[config.mk]
export PLATFORM = sky130hd
export DESIGN_NAME = load_store_unit
export DESIGN_NICKNAME = d
export VERILOG_FILES = /design/src/rtl/load_store_unit.sv
export SDC_FILE = /design/constraint.sdc
export NUM_CORES = 1
export LEC_CHECK = 0
export CAP_MARGIN = 0
export CORE_ASPECT_RATIO = 1.75
export CORE_UTILIZATION = 50
export DETAILED_ROUTE_END_ITERATION = 8
export PLACE_DENSITY_LB_ADDON = 0.1
export SKIP_CTS_REPAIR_TIMING = 1
export SLEW_MARGIN = 20
export SYNTH_ARGS = -nofsm -noshare
export SYNTH_HDL_FRONTEND = slang
export SYNTH_SLANG_ARGS = --single-unit
[constraint.sdc]
create_clock -name i_clk -period 3.54 [get_ports i_clk]
set_input_delay 0.708 -clock i_clk [delete_from_list [all_inputs] [get_ports i_clk]]
set_output_delay 0.708 -clock i_clk [all_outputs]
set_load 0.02 [all_outputs]
[src/rtl/load_store_unit.sv]
// rtl/load_store_unit.sv - multi-cycle load/store stage over a req/ack data-memory port
`timescale 1ns/1ps
module load_store_unit #(
  parameter int unsigned MAX_WAIT = 255
) (
  input  logic        i_clk,
  input  logic        i_rst_n,
  input  logic        i_start,
  input  logic        i_is_load,
  input  logic        i_is_store,
  input  logic [2:0]  i_funct3,
  input  logic [31:0] i_rs1_val,
  input  logic [31:0] i_imm,
  input  logic [31:0] i_rs2_val,
  output logic        o_busy,
  output logic        o_done,
  output logic [31:0] o_load_data,
  output logic [1:0]  o_fault,
  output logic        o_mem_req,
  output logic        o_mem_we,
  output logic [31:0] o_mem_addr,
  output logic [3:0]  o_mem_be,
  output logic [31:0] o_mem_wdata,
  input  logic        i_mem_ack,
  input  logic [31:0] i_mem_rdata
);

  typedef enum logic [1:0] {S_IDLE, S_REQ, S_DONE} state_t;

  localparam logic [7:0] LP_LAST = 8'(MAX_WAIT - 1);

  state_t      r_state, w_next;
  logic [2:0]  r_funct3;
  logic [1:0]  r_lane;
  logic [1:0]  r_fault;
  logic [7:0]  r_cnt;
  logic        r_mem_req, r_mem_we;
  logic [31:0] r_mem_addr, r_mem_wdata, r_load_data;
  logic [3:0]  r_mem_be;

  logic [31:0] w_addr, w_wdata, w_ld;
  logic [3:0]  w_be;
  logic [15:0] w_lane;
  logic        w_illegal, w_misal, w_accept, w_go, w_ack, w_timeout;

  assign w_addr    = i_rs1_val + i_imm;
  assign w_accept  = (r_state == S_IDLE) && i_start;
  assign w_illegal = (i_is_load == i_is_store)
                   || (i_is_load  && !(i_funct3 inside {3'b000, 3'b001, 3'b010, 3'b100, 3'b101}))
                   || (i_is_store && !(i_funct3 inside {3'b000, 3'b001, 3'b010}));
  assign w_misal   = ((i_funct3[1:0] == 2'b01) && w_addr[0])
                   || ((i_funct3[1:0] == 2'b10) && (w_addr[1:0] != 2'b00));
  assign w_go      = w_accept && !w_illegal && !w_misal;
  assign w_ack     = (r_state == S_REQ) && i_mem_ack;
  assign w_timeout = (r_state == S_REQ) && !i_mem_ack && (r_cnt == LP_LAST);

  always_comb begin
    w_be    = 4'b1111;
    w_wdata = i_rs2_val;
    case (i_funct3[1:0])
      2'b00: begin
        w_be    = 4'b0001 << w_addr[1:0];
        w_wdata = {4{i_rs2_val[7:0]}};
      end
      2'b01: begin
        w_be    = 4'b0011 << w_addr[1:0];
        w_wdata = {2{i_rs2_val[15:0]}};
      end
      default: ;
    endcase
  end

  // Lane select shifts the addressed byte/half down to bit 0 before extension.
  assign w_lane = 16'(i_mem_rdata >> {r_lane, 3'b000});

  always_comb begin
    w_ld = i_mem_rdata;
    case (r_funct3)
      3'b000:  w_ld = {{24{w_lane[7]}}, w_lane[7:0]};
      3'b001:  w_ld = {{16{w_lane[15]}}, w_lane};
      3'b100:  w_ld = {24'd0, w_lane[7:0]};
      3'b101:  w_ld = {16'd0, w_lane};
      default: ;
    endcase
  end

  always_comb begin
    w_next = r_state;
    case (r_state)
      S_IDLE:  if (w_accept) w_next = (w_illegal || w_misal) ? S_DONE : S_REQ;
      S_REQ:   if (w_ack || w_timeout) w_next = S_DONE;
      S_DONE:  w_next = S_IDLE;
      default: w_next = S_IDLE;
    endcase
  end

  always_ff @(posedge i_clk or negedge i_rst_n) begin
    if (!i_rst_n) r_state <= S_IDLE;
    else          r_state <= w_next;
  end

  always_ff @(posedge i_clk or negedge i_rst_n) begin
    if (!i_rst_n) begin
      r_funct3    <= 3'd0;
      r_lane      <= 2'd0;
      r_fault     <= 2'd0;
      r_cnt       <= 8'd0;
      r_mem_req   <= 1'b0;
      r_mem_we    <= 1'b0;
      r_mem_addr  <= 32'd0;
      r_mem_be    <= 4'd0;
      r_mem_wdata <= 32'd0;
      r_load_data <= 32'd0;
    end else begin
      if (w_accept) begin
        r_funct3 <= i_funct3;
        r_lane   <= w_addr[1:0];
        r_fault  <= w_illegal ? 2'b10 : (w_misal ? 2'b01 : 2'b00);
      end
      if (w_go) begin
        r_cnt       <= 8'd0;
        r_mem_req   <= 1'b1;
        r_mem_we    <= i_is_store;
        r_mem_addr  <= {w_addr[31:2], 2'b00};
        r_mem_be    <= w_be;
        r_mem_wdata <= w_wdata;
      end
      if (w_ack) begin
        r_mem_req <= 1'b0;
        if (!r_mem_we) r_load_data <= w_ld;
      end else if (r_state == S_REQ) begin
        r_cnt <= r_cnt + 8'd1;
        if (w_timeout) begin
          r_mem_req <= 1'b0;
          r_fault   <= 2'b11;
        end
      end
    end
  end

  assign o_busy      = (r_state != S_IDLE);
  assign o_done      = (r_state == S_DONE);
  assign o_fault     = o_done ? r_fault : 2'b00;
  assign o_load_data = r_load_data;
  assign o_mem_req   = r_mem_req;
  assign o_mem_we    = r_mem_we;
  assign o_mem_addr  = r_mem_addr;
  assign o_mem_be    = r_mem_be;
  assign o_mem_wdata = r_mem_wdata;

endmodule

==> results summary, run 1 <==
Setup violations remaining at the end of the flow were counted as 0. The fill cell total of the finished layout came out at about 1.1k. The fraction of final layout cells with drive strength greater than 1 came out at 6.86%. The headroom to the max-slew limit is 45.3%. Entering global routing, the biggest net connects 68 pins. The top cell type by area accounts for 41.1% of the synthesized area.

The overall track demand over capacity in global routing is a little under a third. Of all flip-flops after synthesis, the portion carrying an async set or reset was 100%. The placer congestion estimate is around 0.9. The leakage power is 4.46 nW. The commonest cells after synthesis are sky130_fd_sc_hd__nand2_1, sky130_fd_sc_hd__dfrtp_1, sky130_fd_sc_hd__o21ai_0, sky130_fd_sc_hd__a21oi_1, sky130_fd_sc_hd__nor2_1.

The areal power density over the cells came out at around 720 mW/mm2. In this run, synthesis inferred 0 flip-flops with an integrated enable. The number of warning messages in the yosys log is 0. The average cell area after synthesis is 8.66 um2. The part of the Yosys area used for sequential elements is 41.1%. The post-synthesis to final-layout area growth came out at 45.2%. Once the floorplan was initialized, standard cells occupied 51.2% of the core. The insertion delay of the later-clocked pin in the worst-skew pair is 410 ps. For the worst setup path, the data required time is between 3000 and 4000 ps. The count of buffers from port buffering is 240. TritonCTS built the clock tree. The number of CTS-inserted buffers came out at 17. For this run, the leading register cell type out of synthesis is sky130_fd_sc_hd__dfrtp_1. The die is 92.2 um wide. The footprint of the flip-flops and latches is ~0.003 mm2. The tightest min-delay check is of the in2async type.

The clock slew at the register clock pins of the worst setup and hold paths came out at 60 ps. The number of sinks handled by clock tree synthesis came out at between 100 and 150. The run finished with clean final reports.

The floorplan row count is 57. STA puts the critical path data arrival time at 3310 ps. After floorplanning, the core was sized to cover 0.0139 mm2.

The net count of the finished layout is 1222. The total of flip-flops plus latches after synthesis came out at 117. Ranked by total cell area, the synthesized netlist is headed by sky130_fd_sc_hd__dfrtp_1, sky130_fd_sc_hd__nand2_1, sky130_fd_sc_hd__o21ai_0.

Global routing finished with a remaining overflow of 0. The clock passes through at most 2 buffers. The top-level port count came out at 243. Across the run, the number of max-cap violations was 0. The half-perimeter wire length of the detailed placement result is approximately 17000 um.

By startpoint and endpoint, the worst setup path is classified as in2reg. The number of global-route vias before repair was roughly 7.1k. The final sum of negative setup slack came out at 0 ps. The final routed wire length divided by cell count came out at between 15 and 20 um. The biggest area contributor in the post-synthesis netlist is sky130_fd_sc_hd__dfrtp_1. In the final layout, the multi-input gates occupy 0.00392 mm2. The number of antenna violations at the first check in global routing is 2. The total count of hold-check failures in the final report came out at 0. The cell count after synthesis came out at around 820. For this run, the detailed router's first-pass iteration total came to 5.

The cell area after synthesis is 0.00713 mm2. The worst-margin pin slew came out at roughly 800 ps. From bottom edge to top edge, the die measures between 150 and 200 um.

The distinct cell type count of the synthesized netlist is between 60 and 70. Between clock sinks in the finished design, the worst skew comes to 9.13 ps. The final cycle utilization of the critical path came out at 85.4%. The max-slew violation count came out at 0. The detailed-route vias per instance came out at 5.62. The clock period minus final worst setup slack came out at 3020 ps. The routed wire length is 21900 um. Setup repair after global routing left no endpoint under its margin.

The antenna violation net count after detailed routing came out at 0. The full die area came out at about 0.015 mm2. The dominant cell by count in the synthesized netlist is sky130_fd_sc_hd__nand2_1. Along the worst path, the maximum fanout reaches 4. The root buffer selected by CTS is sky130_fd_sc_hd__clkbuf_16. The via total after detailed routing is 6980. The total DRC errors in the routed layout is 0.

The deepest level of the CTS H-tree came out at 4. Timing would allow up to 0.331 GHz. VDD sags by at most 0.434 mV. The first global-routing pass estimated 34900 um of wire. The worst setup path is launched from an input port.

The worst setup path is captured at a flip-flop. The number of DRC violations after detailed-routing iteration 0 came out at 288. After layout, the design draws a total of 7.49 mW.
[critical path, stage by stage]
cell	delay (ps)
sky130_fd_sc_hd__clkdlybuf4s50_1	460
sky130_fd_sc_hd__ha_1	200
sky130_fd_sc_hd__inv_1	70
sky130_fd_sc_hd__fa_1	390
sky130_fd_sc_hd__and2b_1	220
sky130_fd_sc_hd__o2111ai_1	120
sky130_fd_sc_hd__a21oi_1	350
sky130_fd_sc_hd__o41ai_2	90
sky130_fd_sc_hd__buf_4	170
sky130_fd_sc_hd__o31ai_1	290
sky130_fd_sc_hd__xnor2_1	160
sky130_fd_sc_hd__o21ai_1	70
[state kept, by name (all words and copies together), names as in the netlist]
name         flops
o_load_data     32
o_mem_addr      30
o_mem_be         4
o_mem_req        1
o_mem_wdata     32
o_mem_we         1
r_cnt            8
r_fault          2
r_funct3         3
r_lane           2
r_state          2
[power by group]
group	leakage, nW	internal [mW]	switching (mW)
Sequential	1.46	1.91	0.386
Clock	0.302	1.27	0.640
Combinational	2.70	1.55	1.73
Total	4.46	4.73	2.76
[layout make-up]
type                    count  area share [%]
multi-input cells         644            37.9
flip-flops and latches    117            28.3
repair buffers            257            24.8
clock buffers              20            4.32
well taps                 177            2.14
clock inverters            12            1.96
inverters                  14           0.508
diodes                      2          0.0484
[metrics by stage]
step / util (%) / cell area (um2) / worst slack, ps / instances / hold WS (ps)
floorplan: - / 7130 / 777 / 824 / 412
detailed placement: 69.7 / 9690 / 106 / 1209 / 464
finish: 74.4 / 10300 / 515 / 1243 / 342
global route: 74.4 / 10300 / 282 / 1243 / 396
global placement: 69.7 / 9690 / 158 / 1209 / 457
CTS: 74.3 / 10300 / 534 / 1241 / 360
[logic make-up after synthesis]
logic type      share of synthesized area (%)
other cells                            0.0526
compound gates                           21.5
xor+xnor                                 4.30
buf+inv                                  4.06
mux                                      5.93
flops                                    41.1
simple gates                             17.0
fa+ha+maj                                6.08
[worst paths after layout]
| path | slack (ps) | depth (start not counted) | from | end |
|---|---|---|---|---|
| min in group i_clk | 480 | 2 | o_mem_addr[3] | o_mem_addr[3] |
| max in group asynchronous | 2370 | 2 | i_rst_n | o_mem_be[0] |
| setup / recovery | 520 | 12 | i_rs1_val[0] | o_mem_addr[24] |
| setup reg to reg | 1400 | 6 | r_lane[1] | o_load_data[22] |
| hold / removal | 340 | 1 | i_rst_n | o_load_data[0] |
| hold reg to reg | 480 | 2 | o_mem_addr[3] | o_mem_addr[3] |
[per-layer routing]
layer	up-vias	track usage, %	routed length (um)
li1	3372	-	-
met1	3290	30.4	7610
met2	259	58.7	12100
met3	59	5.81	1150
met4	0	15.3	1010
met5	-	0	0
[layout by cell type, fill, tap and decap left out, types with 3 or more instances in the layout]
cell type	n
sky130_fd_sc_hd__o21a_1	4
sky130_fd_sc_hd__nand3b_1	3
sky130_fd_sc_hd__and2_1	4
sky130_fd_sc_hd__a22o_1	3
sky130_fd_sc_hd__mux2_2	4
sky130_fd_sc_hd__nor2_1	65
sky130_fd_sc_hd__xnor2_1	18
sky130_fd_sc_hd__o21ai_1	12
sky130_fd_sc_hd__dfrtp_1	117
sky130_fd_sc_hd__bufinv_16	5
sky130_fd_sc_hd__clkdlybuf4s50_1	239
sky130_fd_sc_hd__nand4_1	11
sky130_fd_sc_hd__buf_12	3
sky130_fd_sc_hd__nand2_1	155
sky130_fd_sc_hd__or3_1	3
sky130_fd_sc_hd__clkinvlp_4	4
sky130_fd_sc_hd__inv_1	14
sky130_fd_sc_hd__o211ai_1	7
sky130_fd_sc_hd__buf_4	15
sky130_fd_sc_hd__nor2b_1	4
sky130_fd_sc_hd__a2111oi_0	3
sky130_fd_sc_hd__mux2i_1	34
sky130_fd_sc_hd__a21o_1	5
sky130_fd_sc_hd__nand2b_1	5
sky130_fd_sc_hd__a211oi_1	4
sky130_fd_sc_hd__a21oi_1	80
sky130_fd_sc_hd__xor2_1	17
sky130_fd_sc_hd__a31oi_1	4
sky130_fd_sc_hd__clkbuf_16	17
sky130_fd_sc_hd__a22oi_1	9
sky130_fd_sc_hd__o22ai_1	8
sky130_fd_sc_hd__nor3_1	4
sky130_fd_sc_hd__and3_1	5
sky130_fd_sc_hd__ha_1	33
sky130_fd_sc_hd__nand3_1	8
sky130_fd_sc_hd__o21ai_0	87
(Power assumes the default switching activity.)
==> inputs of run 2 (changes only) <==
Settings changed: SLEW_MARGIN 20 to 30.
==> results of run 2 <==
Final layout, timing and power as in run 1 (identical DEF).
==> inputs of run 3 (changes only) <==
Settings changed: CTS_BUF_LIST set to sky130_fd_sc_hd__clkbuf_8 sky130_fd_sc_hd__clkbuf_16.
==> run 3 against run 2 <==
Against the previous run:
- global-route usage did not move
- clock skew decreased by 0.61 ps
- setup slack gained 1.5 ps
- worst hold slack better by 0.63 ps
- highest routed layer unchanged
- register-to-register slack is essentially flat
- non-clock buffer count unchanged
- total power is essentially flat
- flip-flop and latch count stayed put
- via count fell by 0.29%
- count of clock-buffer cells in the layout is 2 lower
- largest cell class unchanged
- critical path depth is the same
- first-iteration DRC count unchanged
==> results summary, run 3 (synthesis results as in run 1) <==
The run finished with clean final reports. The worst-margin pin slew is 798 ps. The maximum number of buffers from clock root to sink came out at 2. The placer congestion estimate came out at approximately 0.9. The setup slack of the most critical reg-to-reg path is 1400 ps. The critical register-to-register path endpoint is o_load_data[22]. The clock slew at the register clock pins of the worst setup and hold paths came out at ~60 ps. TritonCTS built the clock tree. The later pin in the worst-skew pair is clocked with a latency of 410 ps.

The clock period minus final worst setup slack is roughly 3000 ps. The count of buffers from port buffering is 240. The headroom to the max-slew limit came out at 45.5%. The required time of the critical path came out at 3820 ps. The final sum of negative setup slack came out at 0 ps.

The areal power density over the cells came out at roughly 720 mW/mm2. The full die area came out at about 0.015 mm2. The critical path goes through clkdlybuf4s50_1 -> ha_1 -> inv_1 -> fa_1 -> and2b_1 -> o2111ai_1 -> a21oi_1 -> o41ai_2 -> buf_4 -> o31ai_1 -> xnor2_1 -> o21ai_1. STA classifies the critical path endpoint as a flip-flop. The initialized floorplan defines 57 standard-cell rows. The antenna violation net count after detailed routing is 0.

The final cycle utilization of the critical path came out at 85.4%. For this design, the sink count on the clock tree is 117. The highest clock rate came out at 0.331 GHz. The highest net fanout along the worst path is 4. With fillers left out, the area of the finished cells amounts to slightly above 0.01 mm2. The final setup skew is 8.51 ps.

The fill cell total of the finished layout is 1091. The first global-routing pass estimated 34900 um of wire. Setup repair after global routing left no endpoint under its margin. For this configuration, the core starts out at a cell density of 51.2%.

The path class of the tightest hold or removal check is in2async. In the layout the commonest cells are sky130_fd_sc_hd__clkdlybuf4s50_1, sky130_fd_sc_hd__nand2_1, sky130_fd_sc_hd__dfrtp_1, sky130_fd_sc_hd__o21ai_0, sky130_fd_sc_hd__a21oi_1. The via total after detailed routing came out at 6960. IR analysis of the VDD net gives a maximum drop of 0.434 mV.

The max-slew violation count was 0. The root buffer selected by CTS is sky130_fd_sc_hd__clkbuf_16. The leakage power is 4.47 nW.

The number of global-route vias before repair is 7115. The worst register-to-register path begins at r_lane[1]. The cell with the largest stage delay on the worst path is sky130_fd_sc_hd__clkdlybuf4s50_1. The number of max-cap violations came out at 0. The width of the die came out at 92.2 um.

The post-placement cell area is 0.00969 mm2. The depth of the worst register-to-register path came out at 6. Compared with the post-synthesis result, the final layout area differs by 45.2%. The y dimension of the die came out at 160 um.

The fraction of the core area covered by cells at the end of the flow is 74.4%. Counting the buffers created by CTS gives 17. The startpoint type of the worst setup path is an input port. Global routing finished with a remaining overflow of 0. The maximum number of pins on one net before global-route repair is 68. The final routed wire length divided by cell count is 17.6 um. The top-level port count came out at 243. The core box area came out at 0.0139 mm2.

The most common cell after layout, fill and taps aside is sky130_fd_sc_hd__clkdlybuf4s50_1. The net count of the finished layout is 1222. The routed design has between 20000 and 25000 um of wire. The number of antenna violations at the first check in global routing came out at 2. The total DRC errors in the routed layout is 0. Dividing the detail-routed via count by the number of cells gives 5.60. The total count of hold-check failures in the final report is 0. The clock tree synthesis step divided the H-tree into 4 levels. Of the cells placed in the final design, the portion with a size suffix greater than 1 is 6.86%. By startpoint and endpoint, the worst setup path is classified as in2reg.

The overall track demand over capacity in global routing is 30.6%. The arrival time at the worst endpoint is 3310 ps. The first detailed-routing pass took 4 iterations. The total setup violations reported at the end of the flow is 0. The first routing iteration left approximately 290 violations. The longest individual stage delay on the worst path is 460 ps.

The half-perimeter wire length of the detailed placement result is 16600 um.
run 3: worst max-delay path by stage:
stage                     slack [ps]              to  depth (start not counted)         start
after floorplan                  780  o_mem_addr[10]                         12  i_rs1_val[0]
after global placement           160  o_mem_addr[24]                         12  i_rs1_val[0]
after detailed placement         110  o_mem_addr[24]                         12  i_rs1_val[0]
after global routing             280  o_mem_addr[24]                         12  i_rs1_val[0]
after CTS                        530  o_mem_addr[24]                         12  i_rs1_val[0]
final                            520  o_mem_addr[24]                         12  i_rs1_val[0]
run 3: critical path: cells and delay by family:
| kind | cells | cell delay (ps) |
|---|---|---|
| xor+xnor | 1 | 160 |
| compound gates | 5 | 920 |
| simple gates | 1 | 220 |
| buf+inv | 3 | 700 |
| fa+ha+maj | 2 | 590 |
run 3: power breakdown:
part | leakage (nW) | switching [mW] | internal, mW
clock | 0.311 | 0.640 | 1.26
sequential | 1.46 | 0.385 | 1.91
combinational | 2.70 | 1.73 | 1.55
run 3: per-stage QoR:
stage                     instances  total power, mW  worst slack (ps)  hold WS (ps)
after CTS                      1241             7.53               534           360
after detailed placement       1209             5.59               106           464
after global placement         1209             5.53               158           457
after global routing           1243             7.87               282           396
final                          1243             7.48               517           342
after floorplan                 824             3.91               777           412
run 3: final cells by class:
type                       instances  area (um2)  area share [%]
multi-input combinational        644        3920            37.9
sequential                       117        2930            28.3
timing repair buffer             257        2560            24.8
clock buffer                      18         439            4.25
tap                              177         221            2.14
clock inverter                    14         210            2.03
inverter                          14        52.6           0.508
antenna                            2        5.00          0.0484
run 3: per-layer routing:
metal	wire, um	part of all wire [%]	global-route usage (%)
met5	0	0	0
met4	1010	4.6	15.3
met3	1130	5.2	5.81
met2	12200	56	58.7
met1	7600	35	30.4
